`config.mk`:
```
export PLATFORM = sky130hd
export DESIGN_NAME = axi_write_mux_flat
export DESIGN_NICKNAME = d
export VERILOG_FILES = /design/src/rtl/axi_write_mux_if.sv /design/src/rtl/axi_write_mux.sv /design/src/flat_wrapper.sv
export SDC_FILE = /design/constraint.sdc
export NUM_CORES = 1
export LEC_CHECK = 0
export ABC_AREA = 1
export CORE_AREA = 2 2 193 195
export DETAILED_ROUTE_END_ITERATION = 10
export DIE_AREA = 0 0 195 197
export GPL_TIMING_DRIVEN = 0
export PLACE_DENSITY = 0.45
export SYNTH_ARGS = -nofsm -noshare
export SYNTH_HDL_FRONTEND = slang
export SYNTH_SLANG_ARGS = --single-unit
```
`constraint.sdc`:
```
create_clock -name ACLK -period 3.3 [get_ports ACLK]
set_clock_uncertainty 0.1 [all_clocks]
set_input_delay 0.66 -clock ACLK [delete_from_list [all_inputs] [get_ports ACLK]]
set_output_delay 0.66 -clock ACLK [all_outputs]
set_load 0.005 [all_outputs]
```
`src/rtl/axi_write_mux_if.sv`:
```
// rtl/axi_write_mux_if.sv - Bus bundle between the 4 write masters, the write arbiter and the shared slave port
interface axi_write_mux_if #(
   parameter int ADDR_WIDTH = 32,
   parameter int DATA_WIDTH = 32,
   parameter int ID_WIDTH   = 4,
   parameter int LEN_WIDTH  = 8
);
   localparam int STRB_WIDTH = DATA_WIDTH / 8;

   // Arbiter grant
   logic [3:0]                wgrnt;

   // Master-side AW / W / B (packed, master i at [i*W +: W])
   logic [4*ID_WIDTH-1:0]     m_AWID;
   logic [4*ADDR_WIDTH-1:0]   m_AWADDR;
   logic [4*LEN_WIDTH-1:0]    m_AWLEN;
   logic [4*3-1:0]            m_AWSIZE;
   logic [4*2-1:0]            m_AWBURST;
   logic [3:0]                m_AWVALID;
   logic [3:0]                m_AWREADY;
   logic [4*DATA_WIDTH-1:0]   m_WDATA;
   logic [4*STRB_WIDTH-1:0]   m_WSTRB;
   logic [3:0]                m_WLAST;
   logic [3:0]                m_WVALID;
   logic [3:0]                m_WREADY;
   logic [4*ID_WIDTH-1:0]     m_BID;
   logic [4*2-1:0]            m_BRESP;
   logic [3:0]                m_BVALID;
   logic [3:0]                m_BREADY;

   // Slave-side AW / W / B
   logic [ID_WIDTH-1:0]       s_AWID;
   logic [ADDR_WIDTH-1:0]     s_AWADDR;
   logic [LEN_WIDTH-1:0]      s_AWLEN;
   logic [2:0]                s_AWSIZE;
   logic [1:0]                s_AWBURST;
   logic                      s_AWVALID;
   logic                      s_AWREADY;
   logic [DATA_WIDTH-1:0]     s_WDATA;
   logic [STRB_WIDTH-1:0]     s_WSTRB;
   logic                      s_WLAST;
   logic                      s_WVALID;
   logic                      s_WREADY;
   logic [ID_WIDTH-1:0]       s_BID;
   logic [1:0]                s_BRESP;
   logic                      s_BVALID;
   logic                      s_BREADY;

   // Status
   logic                      busy;
   logic [1:0]                owner;
   logic                      err_wlast;

   // Mux view
   modport slave (
      input  wgrnt,
      input  m_AWID, m_AWADDR, m_AWLEN, m_AWSIZE, m_AWBURST, m_AWVALID,
      output m_AWREADY,
      input  m_WDATA, m_WSTRB, m_WLAST, m_WVALID,
      output m_WREADY,
      output m_BID, m_BRESP, m_BVALID,
      input  m_BREADY,
      output s_AWID, s_AWADDR, s_AWLEN, s_AWSIZE, s_AWBURST, s_AWVALID,
      input  s_AWREADY,
      output s_WDATA, s_WSTRB, s_WLAST, s_WVALID,
      input  s_WREADY,
      input  s_BID, s_BRESP, s_BVALID,
      output s_BREADY,
      output busy, owner, err_wlast
   );

   // Environment view (masters, arbiter and slave together)
   modport master (
      output wgrnt,
      output m_AWID, m_AWADDR, m_AWLEN, m_AWSIZE, m_AWBURST, m_AWVALID,
      input  m_AWREADY,
      output m_WDATA, m_WSTRB, m_WLAST, m_WVALID,
      input  m_WREADY,
      input  m_BID, m_BRESP, m_BVALID,
      output m_BREADY,
      input  s_AWID, s_AWADDR, s_AWLEN, s_AWSIZE, s_AWBURST, s_AWVALID,
      output s_AWREADY,
      input  s_WDATA, s_WSTRB, s_WLAST, s_WVALID,
      output s_WREADY,
      output s_BID, s_BRESP, s_BVALID,
      input  s_BREADY,
      input  busy, owner, err_wlast
   );
endinterface

```
`src/rtl/axi_write_mux.sv`:
```
// rtl/axi_write_mux.sv - 4:1 AXI write-channel switch locked to the granted master for a whole burst
module axi_write_mux #(
   parameter int ADDR_WIDTH = 32,
   parameter int DATA_WIDTH = 32,
   parameter int ID_WIDTH   = 4,
   parameter int LEN_WIDTH  = 8
) (
   input  logic               ACLK,
   input  logic               ARESET,
   axi_write_mux_if.slave     bus
);
   localparam int STRB_WIDTH = DATA_WIDTH / 8;

   typedef enum logic [1:0] {
      ST_ADDR = 2'd0,
      ST_DATA = 2'd1,
      ST_RESP = 2'd2
   } state_t;

   state_t                r_state;
   state_t                w_state_nxt;
   logic [1:0]            r_owner;
   logic [LEN_WIDTH-1:0]  r_beat_cnt;
   logic [LEN_WIDTH-1:0]  r_len_q;
   logic                  r_err_wlast;

   logic                  w_grant_ok;
   logic [1:0]            w_gidx;
   logic                  w_wlast;
   logic                  w_aw_hs;
   logic                  w_w_hs;
   logic                  w_b_hs;
   logic                  w_s_awvalid;
   logic [3:0]            w_m_awready;
   logic                  w_s_wvalid;
   logic [3:0]            w_m_wready;
   logic                  w_s_bready;
   logic [3:0]            w_m_bvalid;

   // Decode the arbiter grant; anything other than exactly one bit set is treated as no grant
   always_comb begin
      w_grant_ok = 1'b0;
      w_gidx     = 2'd0;
      case (bus.wgrnt)
         4'b0001: begin w_grant_ok = 1'b1; w_gidx = 2'd0; end
         4'b0010: begin w_grant_ok = 1'b1; w_gidx = 2'd1; end
         4'b0100: begin w_grant_ok = 1'b1; w_gidx = 2'd2; end
         4'b1000: begin w_grant_ok = 1'b1; w_gidx = 2'd3; end
         default: begin w_grant_ok = 1'b0; w_gidx = 2'd0; end
      endcase
   end

   // Payloads always follow the grant (AW) or the locked owner (W); only valids/readies are gated
   assign bus.s_AWID    = bus.m_AWID   [int'(w_gidx)*ID_WIDTH   +: ID_WIDTH];
   assign bus.s_AWADDR  = bus.m_AWADDR [int'(w_gidx)*ADDR_WIDTH +: ADDR_WIDTH];
   assign bus.s_AWLEN   = bus.m_AWLEN  [int'(w_gidx)*LEN_WIDTH  +: LEN_WIDTH];
   assign bus.s_AWSIZE  = bus.m_AWSIZE [int'(w_gidx)*3          +: 3];
   assign bus.s_AWBURST = bus.m_AWBURST[int'(w_gidx)*2          +: 2];
   assign bus.s_WDATA   = bus.m_WDATA  [int'(r_owner)*DATA_WIDTH +: DATA_WIDTH];
   assign bus.s_WSTRB   = bus.m_WSTRB  [int'(r_owner)*STRB_WIDTH +: STRB_WIDTH];
   assign bus.m_BID     = {4{bus.s_BID}};
   assign bus.m_BRESP   = {4{bus.s_BRESP}};

   // Last beat comes from our own counter, never from the master's flag
   assign w_wlast       = (r_state == ST_DATA) && (r_beat_cnt == r_len_q);
   assign bus.s_WLAST   = w_wlast;

   assign bus.s_AWVALID = w_s_awvalid;
   assign bus.m_AWREADY = w_m_awready;
   assign bus.s_WVALID  = w_s_wvalid;
   assign bus.m_WREADY  = w_m_wready;
   assign bus.s_BREADY  = w_s_bready;
   assign bus.m_BVALID  = w_m_bvalid;
   assign bus.busy      = (r_state != ST_ADDR);
   assign bus.owner     = r_owner;
   assign bus.err_wlast = r_err_wlast;

   // Next-state and channel gating: only the phase matching the current state is open
   always_comb begin
      w_state_nxt = r_state;
      w_s_awvalid = 1'b0;
      w_m_awready = 4'b0000;
      w_s_wvalid  = 1'b0;
      w_m_wready  = 4'b0000;
      w_s_bready  = 1'b0;
      w_m_bvalid  = 4'b0000;
      w_aw_hs     = 1'b0;
      w_w_hs      = 1'b0;
      w_b_hs      = 1'b0;
      case (r_state)
         ST_ADDR: begin
            // Reset closes the AW path immediately even though the state already reads ADDR
            if (w_grant_ok && !ARESET) begin
               w_s_awvalid         = bus.m_AWVALID[w_gidx];
               w_m_awready[w_gidx] = bus.s_AWREADY;
               w_aw_hs             = bus.m_AWVALID[w_gidx] & bus.s_AWREADY;
            end
            if (w_aw_hs) w_state_nxt = ST_DATA;
         end
         ST_DATA: begin
            w_s_wvalid           = bus.m_WVALID[r_owner];
            w_m_wready[r_owner]  = bus.s_WREADY;
            w_w_hs               = bus.m_WVALID[r_owner] & bus.s_WREADY;
            if (w_w_hs && w_wlast) w_state_nxt = ST_RESP;
         end
         ST_RESP: begin
            w_m_bvalid[r_owner]  = bus.s_BVALID;
            w_s_bready           = bus.m_BREADY[r_owner];
            w_b_hs               = bus.s_BVALID & bus.m_BREADY[r_owner];
            if (w_b_hs) w_state_nxt = ST_ADDR;
         end
         default: w_state_nxt = ST_ADDR;
      endcase
   end

   // State register
   always_ff @(posedge ACLK or posedge ARESET) begin
      if (ARESET) r_state <= ST_ADDR;
      else        r_state <= w_state_nxt;
   end

   // Owner lock, burst length capture, beat counting and sticky WLAST-mismatch flag
   always_ff @(posedge ACLK or posedge ARESET) begin
      if (ARESET) begin
         r_owner     <= 2'd0;
         r_len_q     <= '0;
         r_beat_cnt  <= '0;
         r_err_wlast <= 1'b0;
      end else begin
         if (w_aw_hs) begin
            r_owner    <= w_gidx;
            r_len_q    <= bus.m_AWLEN[int'(w_gidx)*LEN_WIDTH +: LEN_WIDTH];
            r_beat_cnt <= '0;
         end
         if (w_w_hs) begin
            if (bus.m_WLAST[r_owner] != w_wlast) r_err_wlast <= 1'b1;
            if (!w_wlast) r_beat_cnt <= r_beat_cnt + 1'b1;
         end
      end
   end
endmodule

```
`src/flat_wrapper.sv`:
```
// flat-port wrapper written by rule: the top's interface ports become plain ports
module axi_write_mux_flat 
#(
   parameter int ADDR_WIDTH = 32,
   parameter int DATA_WIDTH = 32,
   parameter int ID_WIDTH   = 4,
   parameter int LEN_WIDTH  = 8
)
  (ACLK, ARESET, bus_wgrnt, bus_m_AWID, bus_m_AWADDR, bus_m_AWLEN, bus_m_AWSIZE, bus_m_AWBURST, bus_m_AWVALID, bus_m_AWREADY, bus_m_WDATA, bus_m_WSTRB, bus_m_WLAST, bus_m_WVALID, bus_m_WREADY, bus_m_BID, bus_m_BRESP, bus_m_BVALID, bus_m_BREADY, bus_s_AWID, bus_s_AWADDR, bus_s_AWLEN, bus_s_AWSIZE, bus_s_AWBURST, bus_s_AWVALID, bus_s_AWREADY, bus_s_WDATA, bus_s_WSTRB, bus_s_WLAST, bus_s_WVALID, bus_s_WREADY, bus_s_BID, bus_s_BRESP, bus_s_BVALID, bus_s_BREADY, bus_busy, bus_owner, bus_err_wlast);
  axi_write_mux_if #(.ADDR_WIDTH(ADDR_WIDTH), .DATA_WIDTH(DATA_WIDTH), .ID_WIDTH(ID_WIDTH), .LEN_WIDTH(LEN_WIDTH)) bus_i ();
  input  logic ACLK;
  input  logic ARESET;
  input wire logic [$bits(bus_i.wgrnt)-1:0] bus_wgrnt;
  input wire logic [$bits(bus_i.m_AWID)-1:0] bus_m_AWID;
  input wire logic [$bits(bus_i.m_AWADDR)-1:0] bus_m_AWADDR;
  input wire logic [$bits(bus_i.m_AWLEN)-1:0] bus_m_AWLEN;
  input wire logic [$bits(bus_i.m_AWSIZE)-1:0] bus_m_AWSIZE;
  input wire logic [$bits(bus_i.m_AWBURST)-1:0] bus_m_AWBURST;
  input wire logic [$bits(bus_i.m_AWVALID)-1:0] bus_m_AWVALID;
  output wire logic [$bits(bus_i.m_AWREADY)-1:0] bus_m_AWREADY;
  input wire logic [$bits(bus_i.m_WDATA)-1:0] bus_m_WDATA;
  input wire logic [$bits(bus_i.m_WSTRB)-1:0] bus_m_WSTRB;
  input wire logic [$bits(bus_i.m_WLAST)-1:0] bus_m_WLAST;
  input wire logic [$bits(bus_i.m_WVALID)-1:0] bus_m_WVALID;
  output wire logic [$bits(bus_i.m_WREADY)-1:0] bus_m_WREADY;
  output wire logic [$bits(bus_i.m_BID)-1:0] bus_m_BID;
  output wire logic [$bits(bus_i.m_BRESP)-1:0] bus_m_BRESP;
  output wire logic [$bits(bus_i.m_BVALID)-1:0] bus_m_BVALID;
  input wire logic [$bits(bus_i.m_BREADY)-1:0] bus_m_BREADY;
  output wire logic [$bits(bus_i.s_AWID)-1:0] bus_s_AWID;
  output wire logic [$bits(bus_i.s_AWADDR)-1:0] bus_s_AWADDR;
  output wire logic [$bits(bus_i.s_AWLEN)-1:0] bus_s_AWLEN;
  output wire logic [$bits(bus_i.s_AWSIZE)-1:0] bus_s_AWSIZE;
  output wire logic [$bits(bus_i.s_AWBURST)-1:0] bus_s_AWBURST;
  output wire logic [$bits(bus_i.s_AWVALID)-1:0] bus_s_AWVALID;
  input wire logic [$bits(bus_i.s_AWREADY)-1:0] bus_s_AWREADY;
  output wire logic [$bits(bus_i.s_WDATA)-1:0] bus_s_WDATA;
  output wire logic [$bits(bus_i.s_WSTRB)-1:0] bus_s_WSTRB;
  output wire logic [$bits(bus_i.s_WLAST)-1:0] bus_s_WLAST;
  output wire logic [$bits(bus_i.s_WVALID)-1:0] bus_s_WVALID;
  input wire logic [$bits(bus_i.s_WREADY)-1:0] bus_s_WREADY;
  input wire logic [$bits(bus_i.s_BID)-1:0] bus_s_BID;
  input wire logic [$bits(bus_i.s_BRESP)-1:0] bus_s_BRESP;
  input wire logic [$bits(bus_i.s_BVALID)-1:0] bus_s_BVALID;
  output wire logic [$bits(bus_i.s_BREADY)-1:0] bus_s_BREADY;
  output wire logic [$bits(bus_i.busy)-1:0] bus_busy;
  output wire logic [$bits(bus_i.owner)-1:0] bus_owner;
  output wire logic [$bits(bus_i.err_wlast)-1:0] bus_err_wlast;
  assign bus_i.wgrnt = bus_wgrnt;
  assign bus_i.m_AWID = bus_m_AWID;
  assign bus_i.m_AWADDR = bus_m_AWADDR;
  assign bus_i.m_AWLEN = bus_m_AWLEN;
  assign bus_i.m_AWSIZE = bus_m_AWSIZE;
  assign bus_i.m_AWBURST = bus_m_AWBURST;
  assign bus_i.m_AWVALID = bus_m_AWVALID;
  assign bus_m_AWREADY = bus_i.m_AWREADY;
  assign bus_i.m_WDATA = bus_m_WDATA;
  assign bus_i.m_WSTRB = bus_m_WSTRB;
  assign bus_i.m_WLAST = bus_m_WLAST;
  assign bus_i.m_WVALID = bus_m_WVALID;
  assign bus_m_WREADY = bus_i.m_WREADY;
  assign bus_m_BID = bus_i.m_BID;
  assign bus_m_BRESP = bus_i.m_BRESP;
  assign bus_m_BVALID = bus_i.m_BVALID;
  assign bus_i.m_BREADY = bus_m_BREADY;
  assign bus_s_AWID = bus_i.s_AWID;
  assign bus_s_AWADDR = bus_i.s_AWADDR;
  assign bus_s_AWLEN = bus_i.s_AWLEN;
  assign bus_s_AWSIZE = bus_i.s_AWSIZE;
  assign bus_s_AWBURST = bus_i.s_AWBURST;
  assign bus_s_AWVALID = bus_i.s_AWVALID;
  assign bus_i.s_AWREADY = bus_s_AWREADY;
  assign bus_s_WDATA = bus_i.s_WDATA;
  assign bus_s_WSTRB = bus_i.s_WSTRB;
  assign bus_s_WLAST = bus_i.s_WLAST;
  assign bus_s_WVALID = bus_i.s_WVALID;
  assign bus_i.s_WREADY = bus_s_WREADY;
  assign bus_i.s_BID = bus_s_BID;
  assign bus_i.s_BRESP = bus_s_BRESP;
  assign bus_i.s_BVALID = bus_s_BVALID;
  assign bus_s_BREADY = bus_i.s_BREADY;
  assign bus_busy = bus_i.busy;
  assign bus_owner = bus_i.owner;
  assign bus_err_wlast = bus_i.err_wlast;
  axi_write_mux #(.ADDR_WIDTH(ADDR_WIDTH), .DATA_WIDTH(DATA_WIDTH), .ID_WIDTH(ID_WIDTH), .LEN_WIDTH(LEN_WIDTH)) u_core (.ACLK(ACLK), .ARESET(ARESET), .bus(bus_i));
endmodule
```
# [Yosys cells after proc, flatten, opt, wreduce, memory -nomap -nowiden]
# Index checks and enable logic that the tools add are counted.
# Widths: inputs -> output; s select.
[op_classes] n_addsub=1 multipliers=1 order_cmp=4 n_eq_ne=11 n_shift=7 n_mux=33 bitwise=6 reduce_logical=11
[op_table] cell="$shiftx 128x8->32" n=2
[op_table] cell="$shiftx 12x32->3" n=1
[op_table] cell="$shiftx 16x5->4" n=2
[op_table] cell="$shiftx 32x6->8" n=1
[op_table] cell="$mux 8" n=3
[op_table] cell="$mux 4" n=4
[op_table] cell="$mux 1" n=15
[op_table] cell="$and 4x4->4" n=3
[op_table] cell="$pmux 2 s3" n=2
[op_table] cell="$add 8x1->8 const B" n=1
[op_table] cell="$bmux 1 s2" n=4
[op_table] cell="$eq 8x8->1" n=1
[op_table] cell="$shiftx 8x4->2" n=1
[op_table] cell="$lt 2x3->1 const B" n=2
[op_table] cell="$mux 2" n=3
[op_table] cell="$logic_and 1x1->1" n=5
[op_table] cell="$demux 1 s2" n=2
[op_table] cell="$eq 4x1->1 const B" n=1
[op_table] cell="$eq 4x2->1 const B" n=1
[op_table] cell="$eq 4x3->1 const B" n=1
[op_table] cell="$eq 4x4->1 const B" n=1
[op_table] cell="$ge 2x1->1 const B" n=2
[op_table] cell="$mul 2x2->4 const B" n=1
[op_table] cell="$ne 2x2->1 const B" n=2
[op_table] cell="11 further kinds" n=13
[word_totals] ff_bits=21 inputBits=371 output_inout_bits=129

# [Depth between registers and ports, before layout]
# Gate-level depths: netlist of the first run.
[depth] word_depth=11 ltp_mapped=12 depth_no_buf=11

# [Worst setup path after synthesis of the first run]
# No wires, ideal clock.
[synth_path] path_kind="in2out" start="in ARESET" end="out bus_m_AWREADY[0]" arrival_ns=1.608 required_ns=2.540 slack_ns=0.932 cell_stages=5 path_buffers=0 path_cell_list="inv_1 > o21ai_1 > inv_2 > nand2_1 > nor2_1"
[synth_between] elab_chain_cells=4
[synth_rtl] item="start: declaration" line_no="flat_wrapper.sv:12" rtl="input logic ARESET;"
[synth_rtl] item="$logic_not 1->1" line_no="axi_write_mux.sv:93" rtl="if (w_grant_ok && !ARESET) begin"
[synth_rtl] item="$logic_and 1x1->1" line_no="axi_write_mux.sv:93"
[synth_rtl] item="$mux 4" line_no="axi_write_mux.sv:93"
[synth_rtl] item="$mux 4" line_no="axi_write_mux.sv:90" rtl="case (r_state)"
[synth_rtl] item="end: declaration" line_no="flat_wrapper.sv:20" rtl="output wire logic [$bits(bus_i.m_AWREADY)-1:0] bus_m_AWREADY;"
# Every way passes these cells.

# [Worst setup path after layout of the first run]
[layout_path] start="reg u_core.r_owner[1], in the netlist u_core.bus.owner[1]" end="out bus_s_WSTRB[2]"
[layout_between] elab_chain_cells=1
[layout_rtl] item="start: declaration" line_no="axi_write_mux.sv:22" rtl="logic [1:0] r_owner;"
[layout_rtl] item="start signal: assignment" line_no="axi_write_mux.sv:131" rtl="r_owner <= w_gidx;"
[layout_rtl] item="$shiftx 16x5->4" line_no="axi_write_mux.sv:60" rtl="assign bus.s_WSTRB = bus.m_WSTRB [int'(r_owner)*STRB_WIDTH +: STRB_WIDTH];"
[layout_rtl] item="end: declaration" line_no="flat_wrapper.sv:38" rtl="output wire logic [$bits(bus_i.s_WSTRB)-1:0] bus_s_WSTRB;"
# Every way passes these cells.

==> out/results.env, run 1 <==
RUN_STATUS='completed'
DRT-WIRELENGTH-PER-CELL_UM=19.9
PLACEDCELLCOUNT=1671
LEAKAGE_nW=4.00
SETUP_TNS_NS=0
FP.COREAREA_SQ_MM=0.0363
MAX_SLEW_MARGIN_PCT=59.6
BOUNDARYPINS=500
WORST_R2R_ENDPOINT='u_core.r_beat_cnt[0]'
MIN_DELAY_WORST_ENDPOINT='u_core.bus.err_wlast'
PIN_COUNT_OF_THE_BIGGEST_NET_ENTERING_GLOBAL_ROUTING=13
GRT_PASS1_WL_UM=47200
CLOCK_TREE.HTREE_LEVEL_COUNT=1
HP-START='u_core.bus.err_wlast'
FINALNETCOUNT=1588
VIAS_IN_THE_FIRST_GLOBAL_ROUTE=7230
SYNTHESIZED_NETLIST_CELL_COUNT=710
MAPPEDNETLISTAREA_SQ_MM=0.00389
TIMING.CRITICAL_PATH.REQUIRED_NS=2.54
REG2REG_FROM='u_core.bus.owner[0]'
FIRST_ITER_VIOLATIONS=225
POSTROUTEANTENNANETS=0
HOLDPATHSTAGES=2
MAX_CAP_VIOLATIONS=0
DR.PASS1.ITERS=4
TIMING_MAX_TRANSITION_VIOLATIONS_FINAL=0
CP_CELL_SEQUENCE='inv_1, nor2_2, buf_2, buf_2, nand2_1, nand3_1, clkdlybuf4s50_1'
MAPPEDNETLISTNETS=1082
CP_SLOWEST_STAGE_DELAY_NS=0.51
COMBINATIONALPOWERSHARE_PCT=75.7
WORSTREGTOREGCELLS=8
GR-TOTAL-OVERFLOW=0
SWITCHING_POWER_mW=1.17
FIN_TOTAL_PWR_mW=2.77
CLOCK_TREE_FROM_TRITONCTS='done'
POWER.SHARE.CLOCK_PCT=9.8
WORST_IR_DROP_VDD_mV=0.211
TRITONCTS_NUM_SINKS=21
INITIAL_STANDARD_CELL_UTILIZATION_OF_THE_CORE_PCT=10.7
CLK_PIN_SLEW_WORST_SETUP_HOLD_PATHS_NS=0.06
SETUP.REG_TO_REG.WORST_SLACK_NS=1.45
TIMING_WORST_SLEW_PIN_VALUE_NS=0.603
STD_CELL_ROWS=70
FLOORPLAN.DIE.WIDTH_UM=195
FINALWORSTPATHREQUIREDPERIOD_NS=3.21
POSTCTSHOLDBUFS=0
STARTPOINT_KIND_OF_THE_WORST_SETUP_TIMING_PATH='register'
ROUTED_WL_UM=33500
WORSTPATHMAXFANOUT=10
TIMING.FINAL.SETUP_VIOLATIONS=0
TRITONCTS.NUM_BUFFERS=3
NUM_VIAS=6946
LAYOUT.CELLS.MOST_COMMON_LIST='clkdlybuf4s50_1, nand2_1, nand3_1'
DETAILEDPLACEMENTHPWL_UM=29200
INSTANCES_NO_FILL=1685
SYNTH_AREA_PER_CELL_SQ_UM=5.48
YOSYS_WARNINGS=0
HOLD_VIOL=0
INSERTION_DELAY_NS=0.26
TIMING.FMAX_MHz=312
PLACE.PORT_BUFFERS=493
SYNTH_CELL_TYPE_COUNT=28
MOSTFREQUENTLAYOUTCELL='clkdlybuf4s50_1'
CHIPHEIGHT_UM=197
CRITICAL_PATH.MOST_COMMON_CELL='buf_2'
HOLD_SLACK_NS=0.362
CRITICAL-PATH-SLOWEST-CELL='clkdlybuf4s50_1'
MIN-DELAY-PATH-CLASS='register to register'
ARRIVAL_NS=2.45
TIMING.CRITICAL_PATH.TO_TYPE='primary output'
YS_SEQ_ELEMENTS=21
PWR_DENSITY_CELL_mW_PER_MM2=285
CTS_MAX_PATH_BUFFERS=2
GRT_ANTENNA_BEFORE_REPAIR=2
GP_CONGESTION=0.872
DRIVE_GT1_SHARE_PCT=10.0
FLOORPLAN.DIE_AREA_SQ_MM=0.0384
REMAINING_DRC_ERRORS=0
POST-ROUTE-PERIOD-UTIL_PCT=97.2
CELL_INTERNAL_PWR_mW=1.60
VIAS_PER_CELL=4.12
GLOBALROUTETOTALUTIL_PCT=16.5
RSZ0062_AT_GRT='no'
CLOCKROOTBUFFER='clkbuf_16'
SEQUENTIALPOWERSHARE_PCT=14.5
WORSTSETUPPATHTYPE='register to primary output'
FLOW.AREA_GROWTH_FROM_SYNTHESIS_PCT=150
SWITCHING_SHARE_PCT=42.1
SYNTH.YOSYS.SEQ_AREA_SHARE_PCT=13.5
-- logic make-up (layout without fill, tap and decap cells) --
family                   after synthesis  in the layout  share of synthesized area [%]
AO/OA/AOI/OAI                         96             96                           16.5
XOR/XNOR                               6              6                           1.35
adder cells (fa/ha/maj)                1              1                          0.322
buffers and inverters                114            618                           14.6
flip-flops                            21             21                           13.5
other                                  0              2                              0
AND/OR/NAND/NOR                      472            473                           53.7
-- worst max-delay path by stage --
stage / start / endpoint / slack [ns] / cells after the start
2_1_floorplan: ARESET / bus_m_AWREADY[0] / 0.93 / 5
3_3_place_gp: bus_wgrnt[3] / bus_s_AWSIZE[1] / -0.90 / 9
3_5_place_dp: bus_wgrnt[0] / bus_s_AWSIZE[1] / -0.87 / 9
4_1_cts: bus_wgrnt[1] / bus_s_AWADDR[14] / 0.01 / 11
5_1_grt: bus_wgrnt[2] / bus_s_AWADDR[21] / 0.004 / 6
6_report: u_core.bus.owner[1] / bus_s_WSTRB[2] / 0.09 / 7
-- per-layer routing --
metal	vias to the layer above	wire, um	track usage [%]
met1	3154	11800	16.2
met2	336	17700	32.7
met5	-	0	0
met4	0	1280	6.50
met3	36	2700	4.52
li1	3420	-	-
-- power groups by stage --
stage          Clock, mW  Sequential, mW  Combinational (mW)
4_1_cts            0.287           0.404                2.13
2_1_floorplan          0           0.384               0.800
5_1_grt            0.294           0.417                2.29
3_3_place_gp           0           0.405                2.11
6_report           0.272           0.402                2.10
3_5_place_dp           0           0.407                2.11
-- worst max-delay path: cells and delay by family, from the launching register on --
family	cells	cell delay [ns]
AND/OR/NAND/NOR	3	0.52
buffers and inverters	4	1.19
flip-flops	1	0.47
-- state kept, by name (all words and copies together), names as in the netlist --
register	flops
u_core.r_state	2
u_core.r_beat_cnt	8
u_core.r_len_q	8
u_core.bus.err_wlast	1
u_core.bus.owner	2
-- stage by stage --
stage	setup WS (ns)	util (%)	cell area, sq um
detailed placement	-0.869	25.9	9410
global placement	-0.904	25.9	9410
floorplan	0.932	-	3890
CTS	0.0136	26.5	9600
finish	0.0916	26.8	9710
global route	0.00411	26.8	9710
-- final cells by class --
| type | instances | area (sq um) |
|---|---|---|
| Timing Repair inverter | 1 | 5.00 |
| Antenna cell | 2 | 5.00 |
| Multi-Input combinational cell | 576 | 2870 |
| Clock inverter | 1 | 5.00 |
| Buffer | 74 | 523 |
| Tap cell | 468 | 586 |
| Clock buffer | 3 | 75.1 |
| Sequential cell | 21 | 527 |
| Fill cell | 4123 | 26600 |
| Inverter | 40 | 156 |
| Timing Repair Buffer | 499 | 4950 |
-- what timing repair did --
item	4_1_cts	5_1_grt
buffers inserted	1	5
gates resized for setup	73	38
pin swaps	3	2
hold endpoints to repair	0	0
endpoints found under the setup margin	92	42
cloned	2	0
-- synthesized netlist by cell type --
library cell / number / area [sq um]
nand4_1: 46 / 288
nor2_4: 2 / 22.5
clkbuf_1: 17 / 63.8
nor4_1: 1 / 6.26
nand3_2: 2 / 20.0
nand2_2: 3 / 18.8
xor2_1: 6 / 52.6
o22ai_2: 1 / 12.5
buf_2: 22 / 110
nor2_2: 4 / 25.0
a21boi_0: 1 / 7.51
buf_6: 2 / 22.5
a21oi_1: 3 / 15.0
nor2_1: 50 / 188
nand3b_1: 3 / 22.5
o21ai_1: 5 / 25.0
nand3_1: 114 / 571
a31oi_1: 1 / 6.26
buf_4: 26 / 195
buf_1: 7 / 26.3
o22ai_1: 9 / 56.3
o21ai_0: 21 / 105
ha_1: 1 / 12.5
a22oi_1: 55 / 413
inv_2: 10 / 37.5
nand2_1: 247 / 927
dfrtp_1: 21 / 526
inv_1: 30 / 113
Note: power is estimated with default switching activity, not from simulation.
==> run 2: changes to the inputs <==
--- a/config.mk
+++ b/config.mk
@@ -6,6 +6,7 @@
 export NUM_CORES = 1
 export LEC_CHECK = 0
 export ABC_AREA = 1
+export CAP_MARGIN = 20
 export CORE_AREA = 2 2 193 195
 export DETAILED_ROUTE_END_ITERATION = 10
 export DIE_AREA = 0 0 195 197
==> results of run 2 <==
Same layout as run 1: the final DEF is identical, and so are final timing and power.
==> run 3: changes to the inputs <==
--- a/config.mk
+++ b/config.mk
@@ -7,11 +7,12 @@
 export LEC_CHECK = 0
 export ABC_AREA = 1
 export CAP_MARGIN = 20
-export CORE_AREA = 2 2 193 195
+export CORE_AREA = 2 2 194 196
 export DETAILED_ROUTE_END_ITERATION = 10
-export DIE_AREA = 0 0 195 197
+export DIE_AREA = 0 0 196 198
 export GPL_TIMING_DRIVEN = 0
-export PLACE_DENSITY = 0.45
+export MAX_ROUTING_LAYER = met4
+export PLACE_DENSITY = 0.44
 export SYNTH_ARGS = -nofsm -noshare
 export SYNTH_HDL_FRONTEND = slang
 export SYNTH_SLANG_ARGS = --single-unit
==> constraint.sdc (replaced) <==
create_clock -name ACLK -period 3.4 [get_ports ACLK]
set_clock_uncertainty 0.1 [all_clocks]
set_input_delay 0.68 -clock ACLK [delete_from_list [all_inputs] [get_ports ACLK]]
set_output_delay 0.68 -clock ACLK [all_outputs]
set_load 0.005 [all_outputs]
==> out/results.env, run 3 (same netlist as run 1, synthesis figures left out) <==
CLOCKROOTBUFFER='clkbuf_16'
TRITONCTS_NUM_SINKS=21
FLOORPLAN.DIE_AREA_SQ_MM=0.0388
CLOCK_TREE.HTREE_LEVEL_COUNT=1
MOSTFREQUENTLAYOUTCELL='clkdlybuf4s50_1'
ROUTED_WL_UM=33500
NUM_VIAS=6958
GLOBALROUTETOTALUTIL_PCT=16.7
PLACE.PORT_BUFFERS=493
GRT_PASS1_WL_UM=46400
CHIPHEIGHT_UM=198
TIMING.FMAX_MHz=301
MAX_CAP_VIOLATIONS=0
REMAINING_DRC_ERRORS=0
DR.PASS1.ITERS=6
LAYOUT.CELLS.MOST_COMMON_LIST='clkdlybuf4s50_1, nand2_1, nand3_1'
WORSTPATHMAXFANOUT=10
TIMING_WORST_SLEW_PIN_VALUE_NS=0.606
SETUP_TNS_NS=0
SWITCHING_POWER_mW=1.13
RUN_STATUS='completed'
VIAS_PER_CELL=4.12
CLK_PIN_SLEW_WORST_SETUP_HOLD_PATHS_NS=0.06
POWER.SHARE.CLOCK_PCT=9.7
FIRST_ITER_VIOLATIONS=208
FILLERINSTANCES=4143
TIMING.CRITICAL_PATH.TO_TYPE='primary output'
SWITCHING_SHARE_PCT=41.9
SETUP.REG_TO_REG.WORST_SLACK_NS=1.54
WORST_IR_DROP_VDD_mV=0.133
STD_CELL_ROWS=71
HOLD_SLACK_NS=0.364
COMBINATIONALPOWERSHARE_PCT=75.8
TRITONCTS.NUM_BUFFERS=3
TIMING.FINAL.SETUP_VIOLATIONS=0
LEAKAGE_nW=4.01
CLOCK_TREE_FROM_TRITONCTS='done'
HOLD_VIOL=0
FP.COREAREA_SQ_MM=0.0370
POSTCTSHOLDBUFS=0
POST-ROUTE-PERIOD-UTIL_PCT=97.8
TIMING.CRITICAL_PATH.REQUIRED_NS=2.62
PWR_DENSITY_CELL_mW_PER_MM2=278
DRIVE_GT1_SHARE_PCT=9.80
CTS_MAX_PATH_BUFFERS=2
MIN-DELAY-PATH-CLASS='register to register'
FLOORPLAN.DIE.WIDTH_UM=196
FINALNETCOUNT=1587
GR-TOTAL-OVERFLOW=0
SEQUENTIALPOWERSHARE_PCT=14.5
PIN_COUNT_OF_THE_BIGGEST_NET_ENTERING_GLOBAL_ROUTING=13
STARTPOINT_KIND_OF_THE_WORST_SETUP_TIMING_PATH='input pin'
REG_TOP3='u_core.r_beat_cnt: 8 flops, u_core.r_len_q: 8 flops'
CELL_INTERNAL_PWR_mW=1.56
GP_CONGESTION=0.891
ARRIVAL_NS=2.54
MAX_SLEW_MARGIN_PCT=59.4
FLOW.AREA_GROWTH_FROM_SYNTHESIS_PCT=149
INSERTION_DELAY_NS=0.26
DETAILEDPLACEMENTHPWL_UM=28900
WORSTSETUPPATHTYPE='input pin to primary output'
FINALWORSTPATHREQUIREDPERIOD_NS=3.32
DRT-WIRELENGTH-PER-CELL_UM=19.8
TIMING_MAX_TRANSITION_VIOLATIONS_FINAL=0
INITIAL_STANDARD_CELL_UTILIZATION_OF_THE_CORE_PCT=10.5
POSTROUTEANTENNANETS=0
GRT_ANTENNA_BEFORE_REPAIR=2
VIAS_IN_THE_FIRST_GLOBAL_ROUTE=7322
BOUNDARYPINS=500
RSZ0062_AT_GRT='yes'
[run 3: changes by cell type in the layout (fill, tap and decap cells not counted), moves of 2 or more]
cell             before  now
nand2_4               3    1
clkdlybuf4s50_1     474  483
dlymetal6s2s_1        0    4
clkbuf_2              7   12
dlygate4sd2_1        15    2
clkbuf_4             11    7
buf_6                 8    5
[run 3: worst max-delay path, cell delays in order]
cell and delay [ns]:
clkdlybuf4s15_2 0.24, nor2_4 0.21, buf_4 0.17, buf_6 0.16, buf_4 0.20, nand3_1 0.20
nand4_1 0.16, clkdlybuf4s50_1 0.52
[run 3: cell type report]
class,count,area [sq um],share of cell area (%)
antenna,2,5.00,0.0516
clock buffer,3,75.1,0.774
tap,474,593,6.12
sequential,21,527,5.43
timing repair buffer,499,4990,51.4
buffer,73,499,5.15
clock inverter,1,5.00,0.0516
timing repair inverter,1,5.00,0.0516
multi-input combinational,576,2850,29.4
inverter,40,154,1.59
[run 3: power groups by stage]
stage	combinational [mW]	sequential (mW)	clock, mW
2_1_floorplan	0.776	0.373	0
3_3_place_gp	2.05	0.393	0
3_5_place_dp	2.04	0.394	0
4_1_cts	2.08	0.391	0.279
5_1_grt	2.23	0.404	0.281
6_report	2.04	0.390	0.262
[run 3: path summary, 6_finish.rpt]
check                                startpoint                   end  cells after the start
hold / removal             u_core.bus.err_wlast  u_core.bus.err_wlast                      2
setup / recovery                   bus_wgrnt[0]       bus_s_AWSIZE[2]                      8
min in group asynchronous                ARESET     u_core.r_len_q[6]                      3
setup reg to reg            u_core.bus.owner[0]  u_core.r_beat_cnt[1]                      8
hold reg to reg            u_core.bus.err_wlast  u_core.bus.err_wlast                      2
max in group asynchronous                ARESET   u_core.bus.owner[0]                      2
[run 3: metal layers]
layer / vias up / routed length (um) / global-route usage (%)
li1: 3418 / - / -
met1: 3130 / 12200 / 16.3
met2: 364 / 17300 / 31.6
met3: 46 / 2350 / 3.12
met4: 0 / 1580 / 8.11
met5: - / 0 / -
[run 3: through the flow]
stage,cells,setup slack (ns),area (sq um),util (%),power (mW)
finish,1690,0.0761,9700,26.2,2.69
global route,1690,-0.0156,9700,26.2,2.91
CTS,1687,0.0112,9620,26.0,2.75
detailed placement,1677,-0.724,9420,25.5,2.44
global placement,1677,-0.738,9420,25.5,2.44
floorplan,710,0.992,3890,-,1.15
[run 3: what timing repair did]
item,CTS,global route
endpoints found under the hold margin,0,0
cloned,2,0
pin swaps,3,2
setup endpoints to repair,67,54
resized for setup,52,25
buffers inserted,4,2
